==> src/rtl/mem_arbiter_pkg.sv <==
// mem_pkg: shared types and helpers for the unified-memory arbiter
package mem_pkg;
  typedef enum logic [1:0] {MODE_WORD = 2'b00, MODE_HALF = 2'b01, MODE_BYTE = 2'b10} mem_mode_t;
  typedef enum logic [1:0] {IDLE, ACCESS, RESP} arb_state_t;
  localparam logic OWN_I = 1'b0;
  localparam logic OWN_D = 1'b1;
  // Mode 11 falls through to the word rule.
  function automatic logic misaligned(input logic own, input logic [31:0] addr, input logic [1:0] mode);
    return own == OWN_I ? addr[1:0] != 2'b00 :
           mode == MODE_HALF ? addr[0] :
           mode == MODE_BYTE ? 1'b0 : addr[1:0] != 2'b00;
  endfunction
endpackage

==> src/rtl/mem_arbiter_if.sv <==
// mem_arbiter_if: requester handshakes plus memory-side bus of the arbiter
interface mem_arbiter_if;
  logic        i_valid, i_ready, i_rvalid, i_err;
  logic [31:0] i_addr;
  logic        d_valid, d_we, d_ready, d_rvalid, d_err;
  logic [31:0] d_addr, d_wd;
  logic [1:0]  d_mode;
  logic [31:0] rdata, mem_adr, mem_wd, mem_rd;
  logic        mem_we;
  logic [1:0]  mem_mode;
  modport slave (
    input  i_valid, i_addr, d_valid, d_addr, d_we, d_wd, d_mode, mem_rd,
    output i_ready, i_rvalid, i_err, d_ready, d_rvalid, d_err, rdata, mem_adr, mem_wd, mem_we, mem_mode
  );
  modport master (
    output i_valid, i_addr, d_valid, d_addr, d_we, d_wd, d_mode, mem_rd,
    input  i_ready, i_rvalid, i_err, d_ready, d_rvalid, d_err, rdata, mem_adr, mem_wd, mem_we, mem_mode
  );
endinterface

==> src/rtl/mem_arbiter_prio.sv <==
// mem_arb_prio: data-first grant with a starvation counter that forces fetch through
module mem_arb_prio #(
  parameter int STARVE_LIMIT = 4,
  parameter int CNT_W = 3
) (
  input  logic clk,
  input  logic reset,
  input  logic i_valid,
  input  logic d_valid,
  input  logic eligible,
  output logic grant_i,
  output logic grant_d
);
  localparam logic [CNT_W-1:0] LIMIT = CNT_W'(STARVE_LIMIT);
  logic [CNT_W-1:0] cnt_q, cnt_d;
  logic force_i;
  always_comb begin
    force_i = cnt_q == LIMIT;
    grant_i = eligible & i_valid & (~d_valid | force_i);
    grant_d = eligible & d_valid & ~grant_i;
    cnt_d = grant_i ? '0 : (grant_d & i_valid & ~force_i) ? cnt_q + CNT_W'(1) : cnt_q;
  end
  always_ff @(posedge clk)
    cnt_q <= reset ? '0 : cnt_d;
endmodule

==> src/rtl/mem_arbiter.sv <==
// mem_arbiter: arbitrates fetch and load/store onto one memory, one access per transaction
module mem_arbiter
  import mem_pkg::*;
#(
  parameter int STARVE_LIMIT = 4,
  parameter int CNT_W = 3
) (
  input logic clk,
  input logic reset,
  mem_arbiter_if.slave bus
);
  arb_state_t state_q, state_d;
  logic [31:0] adr_q, adr_d, wd_q, wd_d, rdata_q;
  logic [1:0] mode_q, mode_d;
  logic we_q, we_d, own_q, own_d, err_q;
  logic eligible, grant_i, grant_d, mis;
  assign eligible = (state_q == IDLE || state_q == RESP) & ~reset;
  mem_arb_prio #(.STARVE_LIMIT(STARVE_LIMIT), .CNT_W(CNT_W)) u_prio (
    .clk(clk), .reset(reset), .i_valid(bus.i_valid), .d_valid(bus.d_valid),
    .eligible(eligible), .grant_i(grant_i), .grant_d(grant_d)
  );
  assign mis = misaligned(own_q, adr_q, mode_q);
  always_comb begin
    state_d = (grant_i | grant_d) ? ACCESS : state_q == ACCESS ? RESP : IDLE;
    own_d = grant_i ? OWN_I : grant_d ? OWN_D : own_q;
    adr_d = grant_i ? bus.i_addr : grant_d ? bus.d_addr : adr_q;
    wd_d = grant_d ? bus.d_wd : wd_q;
    mode_d = grant_d ? bus.d_mode : mode_q;
    we_d = grant_i ? 1'b0 : grant_d ? bus.d_we : we_q;
  end
  always_ff @(posedge clk) begin
    if (reset) begin
      state_q <= IDLE;
      adr_q <= '0;
      wd_q <= '0;
      mode_q <= '0;
      we_q <= 1'b0;
      own_q <= 1'b0;
      rdata_q <= '0;
      err_q <= 1'b0;
    end else begin
      state_q <= state_d;
      adr_q <= adr_d;
      wd_q <= wd_d;
      mode_q <= mode_d;
      we_q <= we_d;
      own_q <= own_d;
      if (state_q == ACCESS) begin
        rdata_q <= bus.mem_rd;
        err_q <= mis;
      end
    end
  end
  assign bus.i_ready = grant_i;
  assign bus.d_ready = grant_d;
  assign bus.i_rvalid = state_q == RESP && own_q == OWN_I;
  assign bus.d_rvalid = state_q == RESP && own_q == OWN_D;
  assign bus.i_err = bus.i_rvalid & err_q;
  assign bus.d_err = bus.d_rvalid & err_q;
  assign bus.rdata = rdata_q;
  assign bus.mem_adr = adr_q;
  assign bus.mem_wd = wd_q;
  assign bus.mem_mode = mode_q;
  // Reset gates the strobe so a transaction aborted mid-access never commits.
  assign bus.mem_we = state_q == ACCESS && we_q && !mis && !reset;
endmodule

==> src/flat_wrapper.sv <==
// flat-port wrapper written by rule: the top's interface ports become plain ports
module mem_arbiter_flat import mem_pkg::*;
#(
  parameter int STARVE_LIMIT = 4,
  parameter int CNT_W = 3
)
  (clk, reset, bus_i_valid, bus_i_addr, bus_d_valid, bus_d_addr, bus_d_we, bus_d_wd, bus_d_mode, bus_mem_rd, bus_i_ready, bus_i_rvalid, bus_i_err, bus_d_ready, bus_d_rvalid, bus_d_err, bus_rdata, bus_mem_adr, bus_mem_wd, bus_mem_we, bus_mem_mode);
  mem_arbiter_if bus_i ();
  input logic clk;
  input logic reset;
  input wire logic [$bits(bus_i.i_valid)-1:0] bus_i_valid;
  input wire logic [$bits(bus_i.i_addr)-1:0] bus_i_addr;
  input wire logic [$bits(bus_i.d_valid)-1:0] bus_d_valid;
  input wire logic [$bits(bus_i.d_addr)-1:0] bus_d_addr;
  input wire logic [$bits(bus_i.d_we)-1:0] bus_d_we;
  input wire logic [$bits(bus_i.d_wd)-1:0] bus_d_wd;
  input wire logic [$bits(bus_i.d_mode)-1:0] bus_d_mode;
  input wire logic [$bits(bus_i.mem_rd)-1:0] bus_mem_rd;
  output wire logic [$bits(bus_i.i_ready)-1:0] bus_i_ready;
  output wire logic [$bits(bus_i.i_rvalid)-1:0] bus_i_rvalid;
  output wire logic [$bits(bus_i.i_err)-1:0] bus_i_err;
  output wire logic [$bits(bus_i.d_ready)-1:0] bus_d_ready;
  output wire logic [$bits(bus_i.d_rvalid)-1:0] bus_d_rvalid;
  output wire logic [$bits(bus_i.d_err)-1:0] bus_d_err;
  output wire logic [$bits(bus_i.rdata)-1:0] bus_rdata;
  output wire logic [$bits(bus_i.mem_adr)-1:0] bus_mem_adr;
  output wire logic [$bits(bus_i.mem_wd)-1:0] bus_mem_wd;
  output wire logic [$bits(bus_i.mem_we)-1:0] bus_mem_we;
  output wire logic [$bits(bus_i.mem_mode)-1:0] bus_mem_mode;
  assign bus_i.i_valid = bus_i_valid;
  assign bus_i.i_addr = bus_i_addr;
  assign bus_i.d_valid = bus_d_valid;
  assign bus_i.d_addr = bus_d_addr;
  assign bus_i.d_we = bus_d_we;
  assign bus_i.d_wd = bus_d_wd;
  assign bus_i.d_mode = bus_d_mode;
  assign bus_i.mem_rd = bus_mem_rd;
  assign bus_i_ready = bus_i.i_ready;
  assign bus_i_rvalid = bus_i.i_rvalid;
  assign bus_i_err = bus_i.i_err;
  assign bus_d_ready = bus_i.d_ready;
  assign bus_d_rvalid = bus_i.d_rvalid;
  assign bus_d_err = bus_i.d_err;
  assign bus_rdata = bus_i.rdata;
  assign bus_mem_adr = bus_i.mem_adr;
  assign bus_mem_wd = bus_i.mem_wd;
  assign bus_mem_we = bus_i.mem_we;
  assign bus_mem_mode = bus_i.mem_mode;
  mem_arbiter #(.STARVE_LIMIT(STARVE_LIMIT), .CNT_W(CNT_W)) u_core (.clk(clk), .reset(reset), .bus(bus_i));
endmodule
==> config.mk <==
export PLATFORM = sky130hd
export DESIGN_NAME = mem_arbiter_flat
export DESIGN_NICKNAME = d
export VERILOG_FILES = /design/src/rtl/mem_arbiter_pkg.sv /design/src/rtl/mem_arbiter_if.sv /design/src/rtl/mem_arbiter_prio.sv /design/src/rtl/mem_arbiter.sv /design/src/flat_wrapper.sv
export SDC_FILE = /design/constraint.sdc
export NUM_CORES = 1
export LEC_CHECK = 0
export CORE_UTILIZATION = 35
export DETAILED_ROUTE_END_ITERATION = 12
export GPL_TIMING_DRIVEN = 0
export MAX_ROUTING_LAYER = met4
export PLACE_DENSITY = 0.84
export RECOVER_POWER = 50
export SKIP_LAST_GASP = 1
export SYNTH_ARGS = -nofsm -noshare
export SYNTH_HDL_FRONTEND = slang
export SYNTH_SLANG_ARGS = --single-unit
==> constraint.sdc <==
create_clock -name clk -period 3.3 [get_ports clk]
set_clock_uncertainty 0.1 [all_clocks]
set_input_delay 0.99 -clock clk [delete_from_list [all_inputs] [get_ports clk]]
set_output_delay 0.99 -clock clk [all_outputs]
set_load 0.01 [all_outputs]
==> impl_results.md <==
- Avg WL per Cell: 15.9 µm
- Max Cap Viol: 0
- Row count: 38
- Sequential share of the synthesized area: 52.9%
- CP Class: input port to primary output
- DR pass1 iterations: 5
- Async set-reset flop share out of synthesis: 0%
- Yosys top cell area share: 52.9%
- Buffers on Ports: 238
- Clock Tree Buf Depth: 2
- Root Buffer Master: clkbuf_16
- R2R depth: 7
- Synth top cells by count: 106 x dfxtp_1, 100 x nand2_1, 35 x nand3_1, 34 x a21oi_1, 33 x and3_1
- Count leader, synth: dfxtp_1
- Synth top area cells: dfxtp_1 53%, nand2_1 9.4%, a221o_1 8.0%
- F_max: 312 MHz
- Share of layout cells above drive strength 1: 5.07%
- Worst slew pin tran: 0.487 ns
- Final wirelength: 13500 µm
- DR iter-0 viols: 321
- Skew-Pair Late Insertion Delay: 0.33 ns
- Top Ports: 240
- Status: complete, no violations
- TritonCTS Buffers: 9
- Cell Area, Synth: 4010 µm²
- Post-Route Utilization: 62.5%
- Area occupied by multi-input gates: 1680 µm²
- Crit path from: bus_i_valid
- Final Wtd Congestion: 0.799
- Hold Fails Final Rpt: 0
- Critical Path Start Type: input port
- Yosys cell types: 33
- Setup TNS: 0 ns
- Htree depth: 3
- Largest net degree at the start of global routing: 19
- Mapped Nets: 591
- Max Slew Vio Count: 0
- Gr usage total: 22.9%
- Residual DRC count: 0
- Via count: 4356
- Starting Density: 36.5%
- Slew headroom: 67.5%
- Worst reg2reg startpoint: u_core.u_prio.cnt_q[0]$_SDFFE_PP0P_
- Die ar.: 11900 µm²
- RSZ-0062 raised after global routing: false
- Crit path DAT: 2.12 ns
- Post-DRT Antenna Nets: 0
- Critical Path Fanout Max: 5
- Maximum VDD drop: 349 µV
- Reg2reg setup slack: 1.08 ns
- Area of the core: 11000 µm²
- Syn Inst Count: 454
- EDFF count, synth: 0
- Power Dens Cells: 442 nW/µm²
- CP endpoint: bus_i_ready
- Die X: 109 µm
- Req. time, crit path: 2.21 ns
- Fillers: 939
- Endpoint class of the critical path: primary output
- Global-route wire length before repair: 20400 µm
- Synth Register Bits: 106
- Final critical-path share of the clock period: 97.2%
- Number of synthesis warnings: 0
- Clock slew at reported path FFs: 0.07 ns
- Clk sinks: 106
- HPWL after detailed placement: 10300 µm
- Die H: 109 µm
- Syn-to-layout area delta: 71.1%
- Register area: 2120 µm²
- Initial antenna violation count: 0
- Synth Flop Type: dfxtp_1
- Leak: 0.00272 µW
- Area leader, netlist: dfxtp_1
- Syn Area/Cell: 8.84 µm²
- Tightest Hold Check Type: flip-flop to flip-flop
- Final setup viols: 0
- Number of diodes: 0
- FF-to-FF End: u_core.bus.mem_adr[10]$_SDFFE_PP0P_
- CTS tree: done
- Nets: 842
- GRT Residual Overflow: 0
- Vias/cell: 5.12
- Via count of the first global-routing pass: 4231
- Final min period: 3.21 ns
==> state kept, by name, summed over array words and instances, names as in the netlist <==
signal               count
u_core.bus.rdata        32
u_core.bus.mem_mode      2
u_core.we_q              1
u_core.u_prio.cnt_q      3
u_core.state_q           2
u_core.err_q             1
u_core.bus.mem_wd       32
u_core.own_q             1
u_core.bus.mem_adr      32
==> cell usage in the layout, fill, tap and decap left out, drive strengths merged <==
cell type,instances
a21boi,1
a21oi,34
a221o,32
and2,4
and3,33
and3b,1
buf,15
clkbuf,39
clkdlybuf4s15,2
clkdlybuf4s50,205
clkinv,4
clkinvlp,1
dfxtp,106
dlygate4sd2,1
dlygate4sd3,29
ha,2
inv,4
mux2i,1
nand2,100
nand2b,1
nand3,35
nand4,1
nor2,6
nor2b,4
nor3,4
nor3b,2
nor4,1
nor4bb,1
o21a,2
o21ai,35
o311a,1
or3,1
or3b,1
xnor2,1
==> report_power, final <==
group | total [µW] | switching (µW) | internal, µW
registers | 1430 | 54.7 | 1370
clock network | 1020 | 483 | 540
logic | 585 | 231 | 354
==> per-stage QoR <==
stage | area [µm²] | std cells | total power [µW] | worst slack [ns] | hold WS (ns)
after detailed placement | 6570 | 832 | 2040 | -0.979 | 0.346
after global placement | 6570 | 832 | 2030 | -0.956 | 0.337
after global routing | 6870 | 850 | 3170 | 0.0299 | 0.371
after CTS | 6900 | 850 | 3070 | 0.0101 | 0.359
after floorplan | 4010 | 454 | 1650 | 0.263 | 0.349
final | 6870 | 850 | 3030 | 0.0921 | 0.353
==> what timing repair did <==
item	4_1_cts	5_1_grt
gates resized for setup	14	2
hold buffers	0	0
pin swaps	1	0
setup buffers	3	0
endpoints found under the setup margin	2	2
==> logic make-up after synthesis <==
family / Yosys count / share of synthesized area, %
adders and majority gates: 2 / 0.623
muxes: 1 / 0.249
AOI/OAI and AO/OA: 105 / 17.4
buffers and inverters: 44 / 5.61
and+or+nand+nor: 195 / 23.0
xor gates and xnor gates: 1 / 0.218
DFF: 106 / 52.9
==> layer usage <==
metal / routed length (µm) / GRT usage [%]
met1: 5410 / 25.9
met2: 6730 / 39.0
met3: 982 / 4.60
met4: 369 / 9.75
met5: 0 / -
==> worst min-delay path by stage <==
stage / startpoint / end / slack, ns / cells past startpoint
floorplan: u_core.u_prio.cnt_q[1]$_SDFFE_PP0P_ / u_core.u_prio.cnt_q[1]$_SDFFE_PP0P_ / 0.35 / 2
detailed placement: u_core.bus.mem_wd[24]$_SDFFE_PP0P_ / u_core.bus.mem_wd[24]$_SDFFE_PP0P_ / 0.35 / 2
global placement: u_core.bus.mem_wd[12]$_SDFFE_PP0P_ / u_core.bus.mem_wd[12]$_SDFFE_PP0P_ / 0.34 / 2
CTS: u_core.bus.rdata[16]$_SDFFE_PP0N_ / u_core.bus.rdata[16]$_SDFFE_PP0N_ / 0.36 / 2
global route: u_core.bus.rdata[14]$_SDFFE_PP0N_ / u_core.bus.rdata[14]$_SDFFE_PP0N_ / 0.37 / 2
finish: u_core.bus.mem_wd[17]$_SDFFE_PP0P_ / u_core.bus.mem_wd[17]$_SDFFE_PP0P_ / 0.35 / 2
==> worst max-delay path, cell delays in order <==
cell and delay (ns):
clkbuf_1 0.14, or3b_1 0.35, buf_2 0.16, nor2_4 0.13, buf_6 0.12, clkdlybuf4s15_2 0.21
==> area by class of cell <==
type,instances,share of cell area [%]
Tap cell,140,2.55
Timing Repair Buffer,241,34.8
Multi-Input combinational cell,304,24.4
Clock buffer,10,3.48
Inverter,3,0.164
Clock inverter,6,0.692
Sequential cell,106,30.9
Buffer,40,2.92
(Power assumes the default switching activity.)
